**config.mk**
```make
export PLATFORM = sky130hd
export DESIGN_NAME = expr_stream_tx
export DESIGN_NICKNAME = d
export VERILOG_FILES = /design/src/rtl/expr_stream_tx.sv
export SDC_FILE = /design/constraint.sdc
export NUM_CORES = 1
export LEC_CHECK = 0
export BUFFER_PORTS_ARGS = -buffer_cell sky130_fd_sc_hd__buf_4
export CAP_MARGIN = 20
export CORE_ASPECT_RATIO = 0.6
export CORE_UTILIZATION = 45
export DETAILED_ROUTE_END_ITERATION = 10
export PLACE_DENSITY = 0.68
export SLEW_MARGIN = 10
export SYNTH_ARGS = -nofsm -noshare
export SYNTH_HDL_FRONTEND = slang
export SYNTH_SLANG_ARGS = --single-unit
```
**constraint.sdc**
```tcl
create_clock -name clk -period 4.9 [get_ports clk]
set_clock_uncertainty 0.2 [all_clocks]
set_input_delay 0.245 -clock clk [delete_from_list [all_inputs] [get_ports clk]]
set_output_delay 0.245 -clock clk [all_outputs]
set_load 0.02 [all_outputs]
```
**src/rtl/expr_stream_tx.sv**
```systemverilog
// expr_stream_tx: serialises a packed digit/operator request into an ASCII "d op d ... d" stream
module expr_stream_tx #(
    parameter int MAX_TERMS = 8,
    parameter int OPW = MAX_TERMS - 1
) (
    input  logic                   clk,
    input  logic                   clr,
    input  logic                   start,
    input  logic [3:0]             n_terms,
    input  logic [4*MAX_TERMS-1:0] digits,
    input  logic [OPW-1:0]         ops,
    output logic [7:0]             out,
    output logic                   out_valid,
    input  logic                   out_ready,
    output logic                   busy,
    output logic                   done,
    output logic                   err
);
    localparam logic [3:0] MT = 4'(MAX_TERMS);
    typedef enum logic [1:0] {IDLE, EMIT_D, EMIT_OP} state_t;
    state_t state;
    logic [3:0] idx, nt_r;
    logic [4*MAX_TERMS-1:0] dig_r, dsh;
    logic [OPW-1:0] ops_r, osh;
    logic bad;
    always_comb begin
        bad = n_terms == 4'd0 || n_terms > MT;
        for (int i = 0; i < MAX_TERMS; i++)
            if (i < int'(n_terms) && digits[4*i +: 4] > 4'd9) bad = 1'b1;
        dsh = dig_r >> (4 * (int'(idx) + 1));
        osh = ops_r >> idx;
    end
    // dsh pre-selects the digit that follows the current operator
    always_ff @(posedge clk or posedge clr) begin
        if (clr) begin
            state     <= IDLE;
            idx       <= 4'd0;
            nt_r      <= 4'd0;
            dig_r     <= '0;
            ops_r     <= '0;
            out       <= 8'h00;
            out_valid <= 1'b0;
            busy      <= 1'b0;
            done      <= 1'b0;
            err       <= 1'b0;
        end else begin
            done <= 1'b0;
            err  <= 1'b0;
            case (state)
                IDLE: if (start) begin
                    dig_r <= digits;
                    ops_r <= ops;
                    nt_r  <= n_terms;
                    idx   <= 4'd0;
                    if (bad) err <= 1'b1;
                    else begin
                        state     <= EMIT_D;
                        out       <= 8'h30 + {4'h0, digits[3:0]};
                        out_valid <= 1'b1;
                        busy      <= 1'b1;
                    end
                end
                EMIT_D: if (out_ready) begin
                    if (idx == nt_r - 4'd1) begin
                        state     <= IDLE;
                        out       <= 8'h00;
                        out_valid <= 1'b0;
                        busy      <= 1'b0;
                        done      <= 1'b1;
                    end else begin
                        state <= EMIT_OP;
                        out   <= osh[0] ? 8'h2A : 8'h2B;
                    end
                end
                EMIT_OP: if (out_ready) begin
                    idx   <= idx + 4'd1;
                    state <= EMIT_D;
                    out   <= 8'h30 + {4'h0, dsh[3:0]};
                end
                default: state <= IDLE;
            endcase
        end
    end
endmodule

```
==> results of run 1 <==
-- layer usage --
metal | part of all wire [%] | global-route usage, %
met5 | 0 | 0
met4 | 0.33 | 2.64
met3 | 6.4 | 6.94
met2 | 43 | 32.8
met1 | 50 | 32.7
-- area by class of cell --
cell class,instances,area [sq um]
Sequential cell,54,1350
Multi-Input combinational cell,164,1390
Fill cell,493,2330
Tap cell,84,105
Clock inverter,2,37.5
Timing Repair Buffer,94,796
Inverter,16,60.1
Clock buffer,6,72.6
-- worst reg2reg max path, cell delays in order, from the launching register on --
cell       delay, ps
dfrtp_1          450
inv_1             90
ha_1             360
nand2b_1         280
o21a_1           230
o211ai_2         260
or2_2            390
o2bb2ai_1        130
-- layout by cell type (no fill, tap or decap), drive strengths merged, types with 2 or more instances in the layout --
cell type	n
o2bb2ai	3
o21a	3
nor2	9
inv	16
clkbuf	6
ha	7
dlygate4sd3	36
mux2	37
conb	2
nor3b	2
nand2	14
mux4	5
buf	58
a22o	3
nor2b	2
o41ai	2
xnor2	6
mux2i	8
o21ai	19
dfrtp	54
nor3	5
o221ai	2
a21oi	5
nand3	4
a31oi	3
and3	2
o211ai	4
-- flip-flops by register name, summed over array words and instances, names as in the netlist --
name,cells
done,1
out,6
nt_r,4
idx,4
busy,1
err,1
state,2
ops_r,7
dig_r,28
-- power by group --
part | total [uW] | switching [uW] | internal [uW]
clock | 303 | 150 | 153
combinational | 877 | 416 | 461
sequential | 810 | 161 | 649
total | 1990 | 727 | 1260
-- kinds of logic after synthesis --
logic type	synth area share (%)
AO/OA/AOI/OAI	13.6
flip-flops	46.9
multiplexers	21.2
AND/OR/NAND/NOR	8.25
buffers and inverters	5.04
adder cells (fa/ha/maj)	3.04
XOR/XNOR	1.82
other	0.130
-- through the flow --
stage	setup WS, ps	utilization (%)	instance area [sq um]	hold WS, ps
2_1_floorplan	2850	-	2880	196
3_3_place_gp	2480	54.4	3340	280
3_5_place_dp	2450	54.4	3340	282
4_1_cts	2400	62.1	3810	17.1
5_1_grt	2200	62.1	3810	16.3
6_report	2360	62.1	3810	20.0
-- worst min-delay path by stage --
stage / startpoint / end / slack, ps / cells after the start
5_1_grt: n_terms[2] / nt_r[2] / 20 / 2
4_1_cts: n_terms[2] / nt_r[2] / 20 / 2
3_3_place_gp: clr / ops_r[4] / 280 / 3
3_5_place_dp: digits[12] / dig_r[12] / 280 / 2
2_1_floorplan: digits[20] / dig_r[20] / 200 / 1
6_report: n_terms[2] / nt_r[2] / 20 / 2
==> metrics.txt, run 1 <==
Async SR Flop Fraction 100%; diode count 0; Synth top area share 46.9%; first-pass GRT wire length 11500 um; max-slew violation count 0; endpoints failing setup 0; H-tree levels 2; Die X 105 um; Seq/Total Area, Yosys 46.9%; total congestion overflow 0; outcome finished, final reports clean; Min-Delay Path Class input port to flop; CTS Buf Count 5; core area 6140 sq um; WP data arrival 2510 ps; final std cells w/o fill 420; wire length per cell 16.5 um; share of layout cells above drive strength 1 34.5%; RD Place Congestion 0.803; total clock sinks 54; min Tclk post-route 2540 ps; critical path's slowest cell dlygate4sd3_1; Period Utilization, post-route 51.8%; Worst R2R Path Depth 7; kind of critical path input port to flop; die height 64.0 um; initial antenna violation count 0; Critical path origin digits[14]; fmax 0.394 GHz; most numerous cell in the Yosys netlist dfrtp_1; dpl hpwl 4850 um; Slew headroom 41.9%; maximum VDD drop 225 uV; Post-CTS Setup Inserts 0; synth cell count leaders 54 x dfrtp_1, 37 x mux2_2, 16 x inv_1, 16 x o21ai_0, 14 x nand2_1; top cell family by delay on the critical path compound AO/OA/AOI/OAI gates; routed via count 2237; Area Overhead vs Synth 32.3%; Reg2Reg Launch Point state[0]; Reg2Reg Setup Slack 2390 ps; post-CTS sizing 0; pin count of the biggest net entering global routing 55; Crit. End Element flop; crit start category input port; vias per cell 5.33; Clock Latency Late Sink 310 ps; Port Buf Inserts 56; die area 6740 sq um; Iteration-0 DRC Markers 121; syn avg cell area 11.6 sq um; number of synthesized flops with an enable pin 0; FF+latch count, synth 54; Syn Inst Count 249; ANT nets after route 0; # rows 22; Max clock buf depth 2; max cap viols 0; Critical Path RT 4870 ps; final hold vios 0; prevailing post-synth register cell dfrtp_1; DRT Pass-1 Iters 4; Starting Density 46.9%; CP Buf/Inv Count 2; DR DRC count 0; mapped cell area 2880 sq um; largest fanout on the critical path 13; Setup crit end out[2]; Nets 389; Pwr Total 1990 uW; hold_buf cts 36; setup tns final 0 ps; total track usage 22.2%; RSZ-0062 raised after global routing false; Worst path depth 8; Synth area leaders dfrtp_1 47%, mux2_2 14%, mux4_2 3.9%; Leakage 0.00165 uW; total wire length 6940 um; CP Cell Sequence dlygate4sd3_1, buf_4, o21ai_0, o21ai_1, o311ai_2, o211ai_2, or2_2, o2bb2ai_1; CTS tree built; root buf cell clkbuf_8; Placed Cells 376; PD cells 522 nW/um^2; Worst R2R End out[2]; Reg clk slew, reported paths 90 ps; Least-Margin Pin Slew 871 ps; vias in the first global route 2269; I/O pin total 59; synth warn 0; Distinct cells, synth 51; delay of the slowest critical-path stage 540 ps; Synth area leader dfrtp_1
(Power assumes the default switching activity.)
==> run 2: changes to the inputs <==
--- a/config.mk
+++ b/config.mk
@@ -5,12 +5,13 @@
 export SDC_FILE = /design/constraint.sdc
 export NUM_CORES = 1
 export LEC_CHECK = 0
+export ABC_AREA = 1
 export BUFFER_PORTS_ARGS = -buffer_cell sky130_fd_sc_hd__buf_4
 export CAP_MARGIN = 20
 export CORE_ASPECT_RATIO = 0.6
 export CORE_UTILIZATION = 45
 export DETAILED_ROUTE_END_ITERATION = 10
-export PLACE_DENSITY = 0.68
+export PLACE_DENSITY = 0.7
 export SLEW_MARGIN = 10
 export SYNTH_ARGS = -nofsm -noshare
 export SYNTH_HDL_FRONTEND = slang
==> constraint.sdc (replaced) <==
create_clock -name clk -period 2.1 [get_ports clk]
set_clock_uncertainty 0.2 [all_clocks]
set_input_delay 0.105 -clock clk [delete_from_list [all_inputs] [get_ports clk]]
set_output_delay 0.105 -clock clk [all_outputs]
set_load 0.02 [all_outputs]
==> metrics.txt, run 2 <==
Distinct cells, synth 28 (-45%); mapped cell area 2970 sq um (+3.1%); fmax 0.515 GHz; max cap viols 0 (unchanged); Syn Inst Count 373 (+50%); first-pass GRT wire length 12300 um (+7.1%); WP data arrival 1940 ps (-570 ps); total track usage 23.3% (+1.1 points); DRT Pass-1 Iters 4 (unchanged); Critical path origin nt_r[0]; XOR/XNOR share of the synthesized area 1.47% (-0.35 points); Reg clk slew, reported paths 90 ps (about the same); Worst R2R Path Depth 10 (+3); most frequent cells in the layout 87 x nand2_1, 60 x buf_4, 54 x dfrtp_1; Starting Density 47.5% (+0.59 points); routed via count 2742 (+23%); Synth Area in Compound Gates 11.8% (-1.9 points); Die X 107 um (+1.5%); Synth area leader dfrtp_1; H-tree levels 2 (unchanged); Min-Delay Path Class input port to asynchronous set/reset pin; synth warn 0 (unchanged); pin count of the biggest net entering global routing 55 (unchanged); DR DRC count 0 (unchanged); Leakage 0.00204 uW (+23%); Synth top area share 45.5% (-1.4 points); I/O pin total 59 (unchanged); vias per cell 4.93 (-7.4%); total wire length 7350 um (+6.0%); number of synthesized flops with an enable pin 0 (unchanged); final worst setup slack 160 ps (-2200 ps); combinational family with the most area after synthesis simple AND/OR/NAND/NOR gates; largest fanout on the critical path 3 (-10); total congestion overflow 0 (unchanged); wire length per cell 13.2 um (-20%); ANT nets after route 0 (unchanged); CTS Buf Count 5 (unchanged); diode count 0 (unchanged); RD Place Congestion 0.838 (+4.5%); die height 64.9 um (+1.5%); Max clock buf depth 2 (unchanged); Final Util 65.1% (+3.0 points); final hold vios 0 (unchanged); crit start category flop; vias in the first global route 2645 (+17%); min Tclk post-route 1940 ps; total clock sinks 54 (unchanged); outcome finished, final reports clean; most numerous cell in the Yosys netlist nand2_1; Top reg by flops dig_r; Nets 526 (+35%); dpl hpwl 5190 um (+7.0%); Seq/Total Area, Yosys 45.5% (-1.4 points); Critical Path RT 2100 ps (-2770 ps); maximum VDD drop 612 uV (+170%); Post-CTS Setup Inserts 0 (unchanged); Synth Area in Adders 2.95% (-0.091 points); die area 6940 sq um (+3.0%); max-slew violation count 0 (unchanged); Iteration-0 DRC Markers 196 (+62%); PD cells 1250 nW/um^2 (+140%); kind of critical path flop to flop; root buf cell clkbuf_8; Reg2Reg Launch Point nt_r[0]; initial antenna violation count 0 (unchanged); core area 6250 sq um (+1.8%); Crit. End Element flop; setup tns final 0 ps (unchanged); mux contribution to synthesized area 6.07% (-15 points); Setup WS pre-CTS 77.3 ps (-2370 ps); syn avg cell area 7.96 sq um (-31%); most common cell after layout, fill and taps aside nand2_1; Period Utilization, post-route 92.4%; Synth area leaders dfrtp_1 46%, nand2_1 11%, mux2_2 6.1%; synth cell count leaders 88 x nand2_1, 54 x dfrtp_1, 41 x inv_1, 39 x nor2_1, 30 x nand3_1; max FFs per register 28 (unchanged); simple logic cell fraction of the synthesized area 22.9% (+15 points); share of layout cells above drive strength 1 22.7% (-12 points); prevailing post-synth register cell dfrtp_1; Async SR Flop Fraction 100% (unchanged); FF+latch count, synth 54 (unchanged); # rows 22 (unchanged); Port Buf Inserts 56 (unchanged); endpoints failing setup 0 (unchanged); Clock Latency Late Sink 310 ps (about the same); Area Overhead vs Synth 36.9%; RSZ-0062 raised after global routing false; minimum hold slack 196 ps (+176 ps); Largest regs dig_r x28, ops_r x7, out x6; CTS tree built
run 2: worst paths after layout:
path                                   to  slack (ps)
worst max-delay path               out[5]         160
worst min-delay path             ops_r[5]         200
worst max register to register     out[5]         160
worst min register to register  dig_r[23]         290
max in group asynchronous          out[0]        1250
min in group clk                dig_r[23]         290
run 2: layout make-up:
cell class / count / area (sq um)
Sequential cell: 54 / 1350
Clock inverter: 1 / 30.0
Tap cell: 84 / 105
Multi-Input combinational cell: 257 / 1370
Timing Repair Buffer: 108 / 951
Inverter: 46 / 173
Fill cell: 534 / 2180
Clock buffer: 6 / 82.6
run 2: metal layers:
layer	share of wire, %	routed length [um]	global-route usage [%]	up-vias
met5	0	0	0	-
met4	1.2	87	5.31	0
met3	5.5	402	5.73	8
met2	46	3380	38.3	83
met1	47	3490	31.2	1272
li1	-	-	-	1379
run 2: cell families after synthesis:
group,after synthesis
and+or+nand+nor,165
buffers and inverters,63
AOI/OAI and AO/OA,62
DFF,54
muxes,16
adders and majority gates,7
xor gates and xnor gates,5
other,1
run 2: timing repair:
action | in CTS | in global routing
gates resized for setup | 0 | 5
endpoints found under the setup margin | 0 | 10
hold buffers | 46 | 0
endpoints found under the hold margin | 100 | 0
run 2: power breakdown:
part | switching, uW | internal [uW]
combinational | 1480 | 1080
sequential | 290 | 1520
clock | 338 | 382
total | 2110 | 2980
run 2: stage by stage:
step	std cells	instance area, sq um	total power, uW
after detailed placement	503	3470	4250
after global routing	556	4070	5530
final	556	4070	5090
after CTS	556	4040	5040
after global placement	503	3470	4170
after floorplan	374	2970	3590
run 2: worst max-delay path: stages, from the launching register on:
cell and delay, ps:
dfrtp_1 400, inv_1 80, ha_1 320, xor2_1 140
nand2_1 70, nor2_1 140, nand2_1 110, nand2_1 110
nand2_1 70, nor2_1 140, o21ai_2 80
==> run 3: changes to the inputs <==
--- a/config.mk
+++ b/config.mk
@@ -12,6 +12,7 @@
 export CORE_UTILIZATION = 45
 export DETAILED_ROUTE_END_ITERATION = 10
 export PLACE_DENSITY = 0.7
+export RECOVER_POWER = 50
 export SLEW_MARGIN = 10
 export SYNTH_ARGS = -nofsm -noshare
 export SYNTH_HDL_FRONTEND = slang
==> metrics.txt, run 3 (synthesized netlist as in run 2, its figures left out) <==
CTS Buf Count 5 (unchanged); Largest regs dig_r x28, ops_r x7, out x6; PD cells 1250 nW/um^2 (+0.19%); Setup crit end out[5]; dpl hpwl 5190 um (unchanged); setup tns final 0 ps (unchanged); vias per cell 4.93 (unchanged); Max clock buf depth 2 (unchanged); DRT Pass-1 Iters 4 (unchanged); Die X 107 um (unchanged); Crit. End Element flop; Placed Cells 503 (unchanged); minimum hold slack 293 ps (+96.6 ps); die height 64.9 um (unchanged); Worst R2R End out[5]; Reg2Reg Launch Point nt_r[0]; WP data arrival 1940 ps (about the same); final std cells w/o fill 556 (unchanged); Post-CTS Setup Inserts 0 (unchanged); critical path's slowest cell dfrtp_1; Reg clk slew, reported paths 90 ps (about the same); I/O pin total 59 (unchanged); min Tclk post-route 1940 ps (+0.00300 ps); Least-Margin Pin Slew 1210 ps; first-pass GRT wire length 12300 um (unchanged); max cap viols 0 (unchanged); Port Buf Inserts 56 (unchanged); Critical path origin nt_r[0]; vias in the first global route 2645 (unchanged); H-tree levels 2 (unchanged); crit start category flop; Worst path depth 10 (unchanged); Top reg by flops dig_r; CTS tree built; Iteration-0 DRC Markers 194 (-1.0%); total congestion overflow 0 (unchanged); Final Cell Area 4030 sq um (-0.83%); Starting Density 47.5% (unchanged); total wire length 7360 um (about the same); Area Overhead vs Synth 35.8%; wire length per cell 13.2 um (about the same); # rows 22 (unchanged); pin count of the biggest net entering global routing 55 (unchanged); max FFs per register 28 (unchanged); initial antenna violation count 0 (unchanged); top cell family by delay on the critical path simple AND/OR/NAND/NOR gates; CP Buf/Inv Count 1 (unchanged); CP most frequent cell nand2_1; total track usage 23.3% (unchanged); Min-Delay Path Class flop to flop; fmax 0.515 GHz (about the same); Period Utilization, post-route 92.4% (about the same); Leakage 0.00201 uW (-1.2%); final hold vios 0 (unchanged); root buf cell clkbuf_8; endpoints failing setup 0 (unchanged); most common cell after layout, fill and taps aside nand2_1; Reg2Reg Setup Slack 160 ps (about the same); RD Place Congestion 0.838 (unchanged); maximum VDD drop 611 uV (about the same); diode count 0 (unchanged); core area 6250 sq um (unchanged); outcome finished, final reports clean; kind of critical path flop to flop; routed via count 2742 (unchanged); DR DRC count 0 (unchanged); Clock Latency Late Sink 310 ps (about the same); total clock sinks 54 (unchanged); die area 6940 sq um (unchanged); Worst R2R Path Depth 10 (unchanged); Critical Path RT 2100 ps (about the same); most frequent cells in the layout 87 x nand2_1, 54 x dfrtp_1, 54 x buf_4; RSZ-0062 raised after global routing false; CP Cell Sequence inv_1, ha_1, xor2_1, nand2_1, nor2_1, nand2_1, nand2_1, nand2_1, nor2_1, o21ai_2; Slew headroom 19.5%; fillers 541 (+1.3%); delay of the slowest critical-path stage 400 ps (about the same); ANT nets after route 0 (unchanged); Nets 526 (unchanged); share of layout cells above drive strength 1 21.4% (-1.3 points); max-slew violation count 0 (unchanged); area post-placement 3470 sq um (unchanged); largest fanout on the critical path 3 (unchanged)
## run 3: cell types whose count changed in the layout (fill, tap and decap cells not counted)
cell      delta
clkbuf_4     +1
clkbuf_1     +5
buf_12       -1
buf_2        +1
inv_1        +1
inv_2        -1
buf_4        -6
## run 3: where the power goes
part           total (uW)  internal (uW)  switching, uW
registers            1810           1520            289
logic                2530           1050           1480
clock network         721            382            339
## run 3: worst min path at each step
stage,startpoint,end,slack [ps],cells after the start
2_1_floorplan,start,err,10,2
3_3_place_gp,clr,busy,-10,3
3_5_place_dp,clr,ops_r[6],-10,3
4_1_cts,clr,ops_r[5],200,4
5_1_grt,dig_r[19],dig_r[19],310,2
6_report,out[2],out[2],290,2
## run 3: repair_timing
item	4_1_cts	5_1_grt
hold buffers	46	0
endpoints found under the hold margin	100	0
resized for setup	0	5
endpoints found under the setup margin	0	10
## run 3: per-layer routing
| metal | vias to the layer above | global-route usage, % | routed length [um] |
|---|---|---|---|
| li1 | 1379 | - | - |
| met1 | 1272 | 31.2 | 3490 |
| met2 | 83 | 38.3 | 3370 |
| met3 | 8 | 5.73 | 411 |
| met4 | 0 | 5.31 | 87 |
| met5 | - | 0 | 0 |
## run 3: final cells by class
type                    instances  area (sq um)  area share (%)
repair buffers                108           917            22.7
flip-flops and latches         54          1350            33.5
inverters                      46           173            4.28
multi-input cells             257          1370            34.0
clock inverters                 1          30.0           0.745
clock buffers                   6          82.6            2.05
well taps                      84           105            2.61
## run 3: per-stage QoR
| step | worst slack, ps | util (%) | total power [uW] |
|---|---|---|---|
| after floorplan | 280 | - | 3590 |
| after global placement | 140 | 55.5 | 4170 |
| after detailed placement | 77.3 | 55.5 | 4250 |
| after CTS | 59.4 | 64.7 | 5040 |
| after global routing | 27.7 | 64.5 | 5500 |
| final | 160 | 64.5 | 5060 |
## run 3: worst min-delay path, cell delays in order (launching register included)
cell	delay [ps]
dfrtp_1	360
nand2_1	60
o21ai_2	50
